## src/rtl/uart_tx_arbiter_pkg.sv

```systemverilog
// Shared types and constants for the uart transmit arbiter.
package uart_tx_arbiter_pkg;

    typedef enum logic [2:0] {
        ARB_IDLE,
        ARB_OWNED,
        ARB_WRITE,
        ARB_SETTLE,
        ARB_DRAIN
    } arb_state_t;

    localparam int unsigned ARB_TMR_W = 16;

    function automatic int unsigned ptr_width(input int unsigned n);
        return (n > 1) ? $clog2(n) : 1;
    endfunction

endpackage

```

## src/rtl/uart_tx_arbiter_rr_pick.sv

```systemverilog
// Combinational round-robin picker: first set request at or after ptr, with wrap.
module uart_tx_arbiter_rr_pick
    import uart_tx_arbiter_pkg::*;
#(
    parameter int unsigned N  = 2,
    parameter int unsigned PW = 1
) (
    input  logic [N-1:0]  req,
    input  logic [PW-1:0] ptr,
    output logic [N-1:0]  pick,
    output logic [PW-1:0] pick_idx,
    output logic          any
);

    always_comb begin
        pick     = '0;
        pick_idx = '0;
        any      = 1'b0;
        for (int unsigned k = 0; k < N; k++) begin
            automatic int unsigned j = (32'(ptr) + k) % N;
            if (!any && req[j]) begin
                any      = 1'b1;
                pick[j]  = 1'b1;
                pick_idx = PW'(j);
            end
        end
    end

endmodule

```

## src/rtl/uart_tx_arbiter.sv

```systemverilog
// Message-granular round-robin arbiter sharing one uart transmitter among N_REQ byte streams.
module uart_tx_arbiter
    import uart_tx_arbiter_pkg::*;
#(
    parameter int unsigned N_REQ       = 2,
    parameter int unsigned MSG_TIMEOUT = 1000
) (
    input  logic               clk,
    input  logic               rst_n,
    input  logic [8*N_REQ-1:0] req_data,
    input  logic [N_REQ-1:0]   req_valid,
    input  logic [N_REQ-1:0]   req_last,
    output logic [N_REQ-1:0]   req_ready,
    output logic [N_REQ-1:0]   grant,
    output logic [7:0]         tx_data,
    output logic               wr,
    input  logic               busy
);

    localparam int unsigned PW = ptr_width(N_REQ);
    localparam logic [PW-1:0] LAST_IDX = PW'(N_REQ - 1);
    localparam logic [ARB_TMR_W-1:0] TMR_LAST =
        (MSG_TIMEOUT == 0) ? '0 : ARB_TMR_W'(MSG_TIMEOUT - 1);

    arb_state_t           state;
    logic [PW-1:0]        owner;
    logic [PW-1:0]        ptr;
    logic [ARB_TMR_W-1:0] timer;
    logic                 last_q;

    logic [N_REQ-1:0]     pick;
    logic [PW-1:0]        pick_idx;
    logic                 pick_any;
    logic [N_REQ-1:0]     src;
    logic [7:0]           sel_byte;
    logic                 sel_last;
    logic                 accept;
    logic [PW-1:0]        next_ptr;

    uart_tx_arbiter_rr_pick #(
        .N  (N_REQ),
        .PW (PW)
    ) u_rr_pick (
        .req      (req_valid),
        .ptr      (ptr),
        .pick     (pick),
        .pick_idx (pick_idx),
        .any      (pick_any)
    );

    // Ready is gated by reset so no byte is consumed while the arbiter is held.
    always_comb begin
        req_ready = '0;
        if (rst_n && !busy) begin
            if (state == ARB_IDLE && pick_any)
                req_ready = pick;
            else if (state == ARB_OWNED)
                req_ready = grant & req_valid;
        end
    end

    assign accept   = |req_ready;
    assign src      = (state == ARB_IDLE) ? pick : grant;
    assign next_ptr = (owner == LAST_IDX) ? '0 : owner + PW'(1);

    always_comb begin
        sel_byte = '0;
        sel_last = 1'b0;
        for (int unsigned i = 0; i < N_REQ; i++) begin
            if (src[i]) begin
                sel_byte = req_data[8*i +: 8];
                sel_last = req_last[i];
            end
        end
    end

    always_ff @(posedge clk) begin
        if (!rst_n) begin
            state   <= ARB_IDLE;
            wr      <= 1'b0;
            tx_data <= '0;
            grant   <= '0;
            owner   <= '0;
            ptr     <= '0;
            timer   <= '0;
            last_q  <= 1'b0;
        end else begin
            wr <= 1'b0;
            case (state)
                ARB_IDLE, ARB_OWNED: begin
                    if (accept) begin
                        tx_data <= sel_byte;
                        last_q  <= sel_last;
                        timer   <= '0;
                        wr      <= 1'b1;
                        state   <= ARB_WRITE;
                        if (state == ARB_IDLE) begin
                            grant <= pick;
                            owner <= pick_idx;
                        end
                    end else if (state == ARB_OWNED) begin
                        if (MSG_TIMEOUT != 0 && timer == TMR_LAST) begin
                            grant <= '0;
                            ptr   <= next_ptr;
                            timer <= '0;
                            state <= ARB_IDLE;
                        end else begin
                            timer <= timer + ARB_TMR_W'(1);
                        end
                    end
                end
                ARB_WRITE:  state <= ARB_SETTLE;
                ARB_SETTLE: state <= ARB_DRAIN;
                ARB_DRAIN: begin
                    if (!busy) begin
                        if (last_q) begin
                            grant <= '0;
                            ptr   <= next_ptr;
                            state <= ARB_IDLE;
                        end else begin
                            timer <= '0;
                            state <= ARB_OWNED;
                        end
                    end
                end
                default: state <= ARB_IDLE;
            endcase
        end
    end

endmodule

```

## config.mk

```make
export PLATFORM = sky130hd
export DESIGN_NAME = uart_tx_arbiter
export DESIGN_NICKNAME = d
export VERILOG_FILES = /design/src/rtl/uart_tx_arbiter_pkg.sv /design/src/rtl/uart_tx_arbiter_rr_pick.sv /design/src/rtl/uart_tx_arbiter.sv
export SDC_FILE = /design/constraint.sdc
export NUM_CORES = 1
export LEC_CHECK = 0
export CAP_MARGIN = 30
export CORE_ASPECT_RATIO = 0.75
export CORE_MARGIN = 1.5
export CORE_UTILIZATION = 51
export DETAILED_ROUTE_END_ITERATION = 12
export PLACE_DENSITY = 0.84
export SLEW_MARGIN = 20
export SYNTH_ARGS = -nofsm -noshare
export SYNTH_HDL_FRONTEND = slang
export SYNTH_SLANG_ARGS = --single-unit
```

## constraint.sdc

```tcl
create_clock -name clk -period 2.3 [get_ports clk]
set_clock_uncertainty 0.05 [all_clocks]
set_input_delay 0.46 -clock clk [delete_from_list [all_inputs] [get_ports clk]]
set_output_delay 0.46 -clock clk [all_outputs]
set_load 0.02 [all_outputs]
```

* After elaboration in Yosys (flattened, before gate mapping)
Cells that the tools add are included.
** Operators by class
- $add $sub $neg :: 3
- Magnitude comparators :: 4
- Eq/ne operators :: 13
- Mux-type cells :: 48
- Bitwise operators :: 2
- Reduce and logical (&&, ||, !) cells :: 18
** Operators by type and width (number)
- 16-bit two-way mux :: 5
- 16-bit case mux with 2 select lines :: 1
- 2-bit two-way mux :: 11
- 1-bit two-way mux :: 20
- 16-bit by 1-bit adder with 16-bit output, second input constant :: 1
- 16-bit by 10-bit equality test with 1-bit output, second input constant :: 1
- 8-bit two-way mux :: 2
- 3-bit two-way mux :: 4
- 2-bit inequality test, second input constant :: 6
- 3-bit case mux with 4 select lines :: 1
- 3-bit by 2-bit equality test with 1-bit output, second input constant :: 2
- 3-bit inequality test, second input constant :: 2
- 3-bit AND reduction :: 2
- 6-bit AND reduction :: 1
- 1-bit logical AND :: 5
- 5-bit AND reduction :: 1
- 1-bit by 2-bit < comparator with 1-bit output, second input constant :: 2
- 2-bit case mux with 2 select lines :: 1
- 2-bit AND reduction :: 2
- 4-bit AND reduction :: 1
- 2-bit OR reduction :: 2
- 3-bit by 1-bit equality test with 1-bit output, second input constant :: 1
- 3-bit equality test, second input constant :: 1
- 3-bit logical NOT :: 1
- 8 further kinds :: 12
** Word-level totals
- Register bits :: 33
- Input bits :: 23
- Output and inout bits :: 13
- Logic and storage cells :: 96

* Logic depth before layout (Yosys ltp)
- Depth after elaboration :: 12
- Gate-level depth with buffers :: 8
- Depth with buffers taken out :: 6

* Cells and area by module
A second synthesis with hierarchy kept.
** Second synthesis, totals
- Cell total of the unflattened synthesis :: 207
- Area total of the unflattened synthesis :: 1745.4 µm²
** By module, submodules not included
- uart_tx_arbiter :: instances 1, cells an instance 202, area an instance 1712.9 µm², seq. area each 660.6 µm²
- uart_tx_arbiter_rr_pick :: instances 1, cells an instance 5, area an instance 32.5 µm², seq. area each 0.0 µm²

* Worst setup path before layout
No wires, ideal clock.
- Path type :: flip-flop to output port
- Start :: reg grant[1]
- End :: out req_ready[1]
- Arrival :: 1656 ps
- Required time :: 1790 ps
- Path slack :: 134 ps
- Cell stages (with the launch flop) :: 4
- Path through :: dfxtp_1 nand2_1 a211o_1 nor4b_1
** On the way
- Longest elaborated chain between the ends :: 4
** Ends and longest elaborated chain
- start: declaration :: RTL line uart_tx_arbiter.sv:14 : output logic [N_REQ-1:0] grant,
- start signal: assignment :: RTL line uart_tx_arbiter.sv:98 : grant <= pick;
- 2-bit AND :: RTL line uart_tx_arbiter.sv:58 : req_ready = grant & req_valid;
- 2-bit two-way mux :: RTL line uart_tx_arbiter.sv:57 : else if (state == ARB_OWNED)
- 2-bit two-way mux :: RTL line uart_tx_arbiter.sv:55 : if (state == ARB_IDLE && pick_any)
- 2-bit two-way mux :: RTL line uart_tx_arbiter.sv:54 : if (rst_n && !busy) begin
- end: declaration :: RTL line uart_tx_arbiter.sv:13 : output logic [N_REQ-1:0] req_ready,
Every way passes these cells.

* Final worst setup path
- Start :: in busy
- End :: reg timer[15]
** On the way
- Longest elaborated chain between the ends :: 6
- Elaborated cells on any way between the ends :: 9
- Those cells by class :: eq/ne: 2; mux: 3; reduce/logical: 4
** Ends and longest elaborated chain
- start: declaration :: RTL line uart_tx_arbiter.sv:17 : input logic busy
- 1-bit logical NOT
- 1-bit logical AND :: RTL line uart_tx_arbiter.sv:54
- 2-bit two-way mux :: RTL line uart_tx_arbiter.sv:54
- 2-bit OR reduction :: RTL line uart_tx_arbiter.sv:62 : assign accept = |req_ready;
- 3-bit inequality test (no source line) or 16-bit two-way mux (tied branches)
- 4-bit AND reduction (no source line) or 16-bit case mux with 2 select lines (tied branches)
- end signal: assignment :: RTL line uart_tx_arbiter.sv:108 : timer <= timer + ARB_TMR_W'(1);
- end: declaration :: RTL line uart_tx_arbiter.sv:28 : logic [ARB_TMR_W-1:0] timer;
Several ways; a longest one is shown, not always the timed one.
A chain may end at the register's enable or synchronous reset.

==> flow_summary_export.csv <==
group,metric,value,unit
logic_synthesis,synth_ff_type,"dfxtp_1",
layout,finalNonFillerCells,296,
setup_path,path_delay_family,"buffers and inverters",
global_routing,overflow,0,
placement,dp_hpwl,3150,um
logic_synthesis,ys_ff_latch,33,
floorplanning,ios,36,
logic_synthesis,syn_area_per_cell,8.93,um^2
setup_path,crit_chain,"clkdlybuf4s50_1 > or4b_4 > buf_6 > a21oi_2 > buf_6 > buf_4 > o2111ai_2 > xor2_1 > nor2_1",
hold_path,whs_path_depth,2,
global_routing,grt_pass1_vias,1537,
setup_path,r2r_end,"timer[9]",
placement,gp_congestion,0.857,
logic_synthesis,yosys.area.top_type,"dfxtp_1",
cts,clk_pin_slew,0.07,ns
cts,clock_sinks,33,
detailed_routing,vias,1766,
status,status,"completed",
power_and_ir_drop,power.density,593,mW/mm^2
floorplanning,initial_utilization,53.7,%
placement,place_inst,289,
cts,holdBufCountCts,0,
logic_synthesis,synth_area_leaders,"dfxtp_1 (37%), xor2_1 (6.4%), o211a_1 (5.1%), nor2_1 (4.6%), o2111ai_1 (4.4%)",
placement,placed_cell_area,0.00236,mm^2
global_routing,track_usage,24.5,%
floorplanning,die_x,71.2,um
cts,root_buffer,"clkbuf_8",
setup_path,worstSetupPathType,"primary input to register",
logic_synthesis,synth_common_cells,"dfxtp_1 (33), nor2_1 (22), nand2_1 (16)",
logic_synthesis,synth_area,0.00178,mm^2
detailed_routing,drc,0,
global_routing,grt_pass1_wl,7230,um
sta,finalCritPeriodShare,97.3,%
power_and_ir_drop,total_power,0.00149,W
hold_path,holdPathEnd,"timer[1]",
setup_path,cp_num_buf_inv,4,
cts,cts-htree-levels,2,
logic_synthesis,ys_async_sr_fraction,0,%
layout,nFillCells,227,
setup_path,worstSetupEndpointType,"register",
power_and_ir_drop,ir_drop,0.452,mV
layout,antenna_cells,0,
job,drv_cap,0,
sta,maxSlewHeadroom,68.1,%
logic_synthesis,yosysWarningCount,0,
sta,worst_pin_slew,0.479,ns
detailed_routing,drt-total-wl,4670,um
sta,finalSetupTns,0,ns
layout,area_delta_synth_final,41.3,%
cts,cts_tree,"built",
floorplanning,core,0.00331,mm^2
detailed_routing,ant_nets,0,
logic_synthesis,ys_seq_area_share,37.2,%
global_routing,antenna_found_initial,0,
logic_synthesis,synth_cell_types,50,
setup_path,critical_path_required,2.43,ns
detailed_routing,drtIter0Drc,131,
layout,stdcell_area,0.00251,mm^2
sta,fmax,447,MHz
hold_path,hold_class,"register to register",
setup_path,cpMostUsedCell,"buf_6",
setup_path,arrival,2.37,ns
placement,io_buffers,35,
layout,drive_above_1_share,20.3,%
cts,cts_made_buffers,5,
power_and_ir_drop,p_leak,1.06,nW
floorplanning,die_y,54.1,um
logic_synthesis,yosysMostFrequentCell,"dfxtp_1",
layout,fin_nets,280,
cts,clkLatencyLatePin,0.29,ns
detailed_routing,viasPerCell,5.97,
logic_synthesis,synth_edf_count,0,
logic_synthesis,synthCells,199,
detailed_routing,drt-pass1-iter-count,5,
setup_path,critical-path-max-stage-delay,0.51,ns
setup_path,r2r_cells,6,
logic_synthesis,syn_nets,223,
setup_path,critPathMaxFanout,6,
floorplanning,fp.dieArea,0.00385,mm^2
detailed_routing,wl_per_cell,15.8,um
setup_path,cp_slowest_cell,"or4b_4",
floorplanning,num_rows,18,
sta,finalMaxSlewViolations,0,
sta,period_needed,2.24,ns
sta,finalSetupViolCount,0,
setup_path,r2r_slack,0.15,ns
setup_path,start_kind,"primary input",
sta,timing.hold.ws,0.419,ns
setup_path,r2r-start,"state[1]",
cts,clk_path_buf_depth,2,
cts,post_cts_buffers,0,
global_routing,grt_max_degree,22,
hold_path,hp-start,"timer[1]",
sta,finalHoldViolCount,0,
logic_synthesis,synth_top_area_share,37.2,%
==> final cells by class <==
type / count / area (um^2) / area share (%)
tap: 40 / 50.0 / 1.99
multi-input combinational: 149 / 1100 / 43.8
timing repair buffer: 63 / 601 / 23.9
sequential: 33 / 661 / 26.3
clock buffer: 7 / 86.3 / 3.44
inverter: 4 / 15.0 / 0.598
==> kinds of logic after synthesis <==
logic type	Yosys count	synth area share [%]
muxes	2	1.13
xor gates and xnor gates	13	6.40
adders and majority gates	1	0.704
DFF	33	37.2
AOI/OAI and AO/OA	60	27.2
buffers and inverters	17	4.22
and+or+nand+nor	73	23.2
==> worst max path at each step <==
stage            startpoint  depth (start not counted)            to  slack, ns
6_report               busy                          9     timer[15]       0.06
3_5_place_dp   req_valid[1]                          5  req_ready[1]      -0.50
2_1_floorplan      grant[1]                          3  req_ready[1]       0.13
5_1_grt                busy                          8     timer[15]     -0.002
4_1_cts        req_valid[1]                          5  req_ready[1]      0.005
3_3_place_gp   req_valid[1]                          5  req_ready[1]      -0.48
==> routing by layer <==
| metal | track usage (%) | up-vias | part of all wire (%) |
|---|---|---|---|
| li1 | - | 863 | - |
| met1 | 34.7 | 832 | 48 |
| met2 | 36.6 | 64 | 45 |
| met3 | 4.87 | 7 | 5.7 |
| met4 | 10.4 | 0 | 1.3 |
| met5 | 0 | - | 0 |
==> where the power goes <==
part / switching (W) / total (W) / internal (W) / leakage [nW]
Combinational: 0.000205 / 0.000422 / 0.000217 / 0.745
Sequential: 0.0000253 / 0.000628 / 0.000603 / 0.268
Clock: 0.000203 / 0.000440 / 0.000237 / 0.0443
==> layout by cell type, fill, tap and decap left out, types with 3 or more instances in the layout <==
master | synthesis | final
clkdlybuf4s50_1 | 0 | 30
dfxtp_1 | 33 | 33
clkbuf_8 | 0 | 6
a22oi_1 | 9 | 9
o211a_1 | 9 | 9
inv_1 | 4 | 4
nor3_1 | 4 | 4
nand2b_1 | 4 | 4
o21ai_0 | 5 | 5
nor2_1 | 22 | 22
nand2_1 | 16 | 16
and3_1 | 3 | 3
buf_6 | 0 | 4
xor2_1 | 13 | 13
o2111ai_1 | 9 | 8
buf_4 | 0 | 23
or3_1 | 4 | 4
dlymetal6s2s_1 | 0 | 3
a21oi_1 | 5 | 4
==> worst reg2reg max path, delay by kind of cell, from the launching register on <==
kind,cells,cell delay (ns)
compound gates,3,0.46
simple gates,2,0.89
buf+inv,1,0.16
flops,1,0.52
==> stage by stage <==
| step | setup slack, ns | utilization, % |
|---|---|---|
| floorplan | 0.134 | - |
| global placement | -0.483 | 71.2 |
| detailed placement | -0.497 | 71.2 |
| CTS | 0.00455 | 74.0 |
| global route | -0.00184 | 75.9 |
| finish | 0.0627 | 75.9 |
==> sequential cells by signal (all words and copies together), names as in the netlist <==
name / flops
grant: 2
last_q: 1
owner: 1
ptr: 1
state: 3
timer: 16
tx_data: 8
wr: 1
==> what timing repair did <==
item | in CTS | in global routing
gates resized for setup | 12 | 12
setup endpoints to repair | 8 | 14
pin swaps | 0 | 4
No activity file was read; power rests on OpenSTA's default activity.
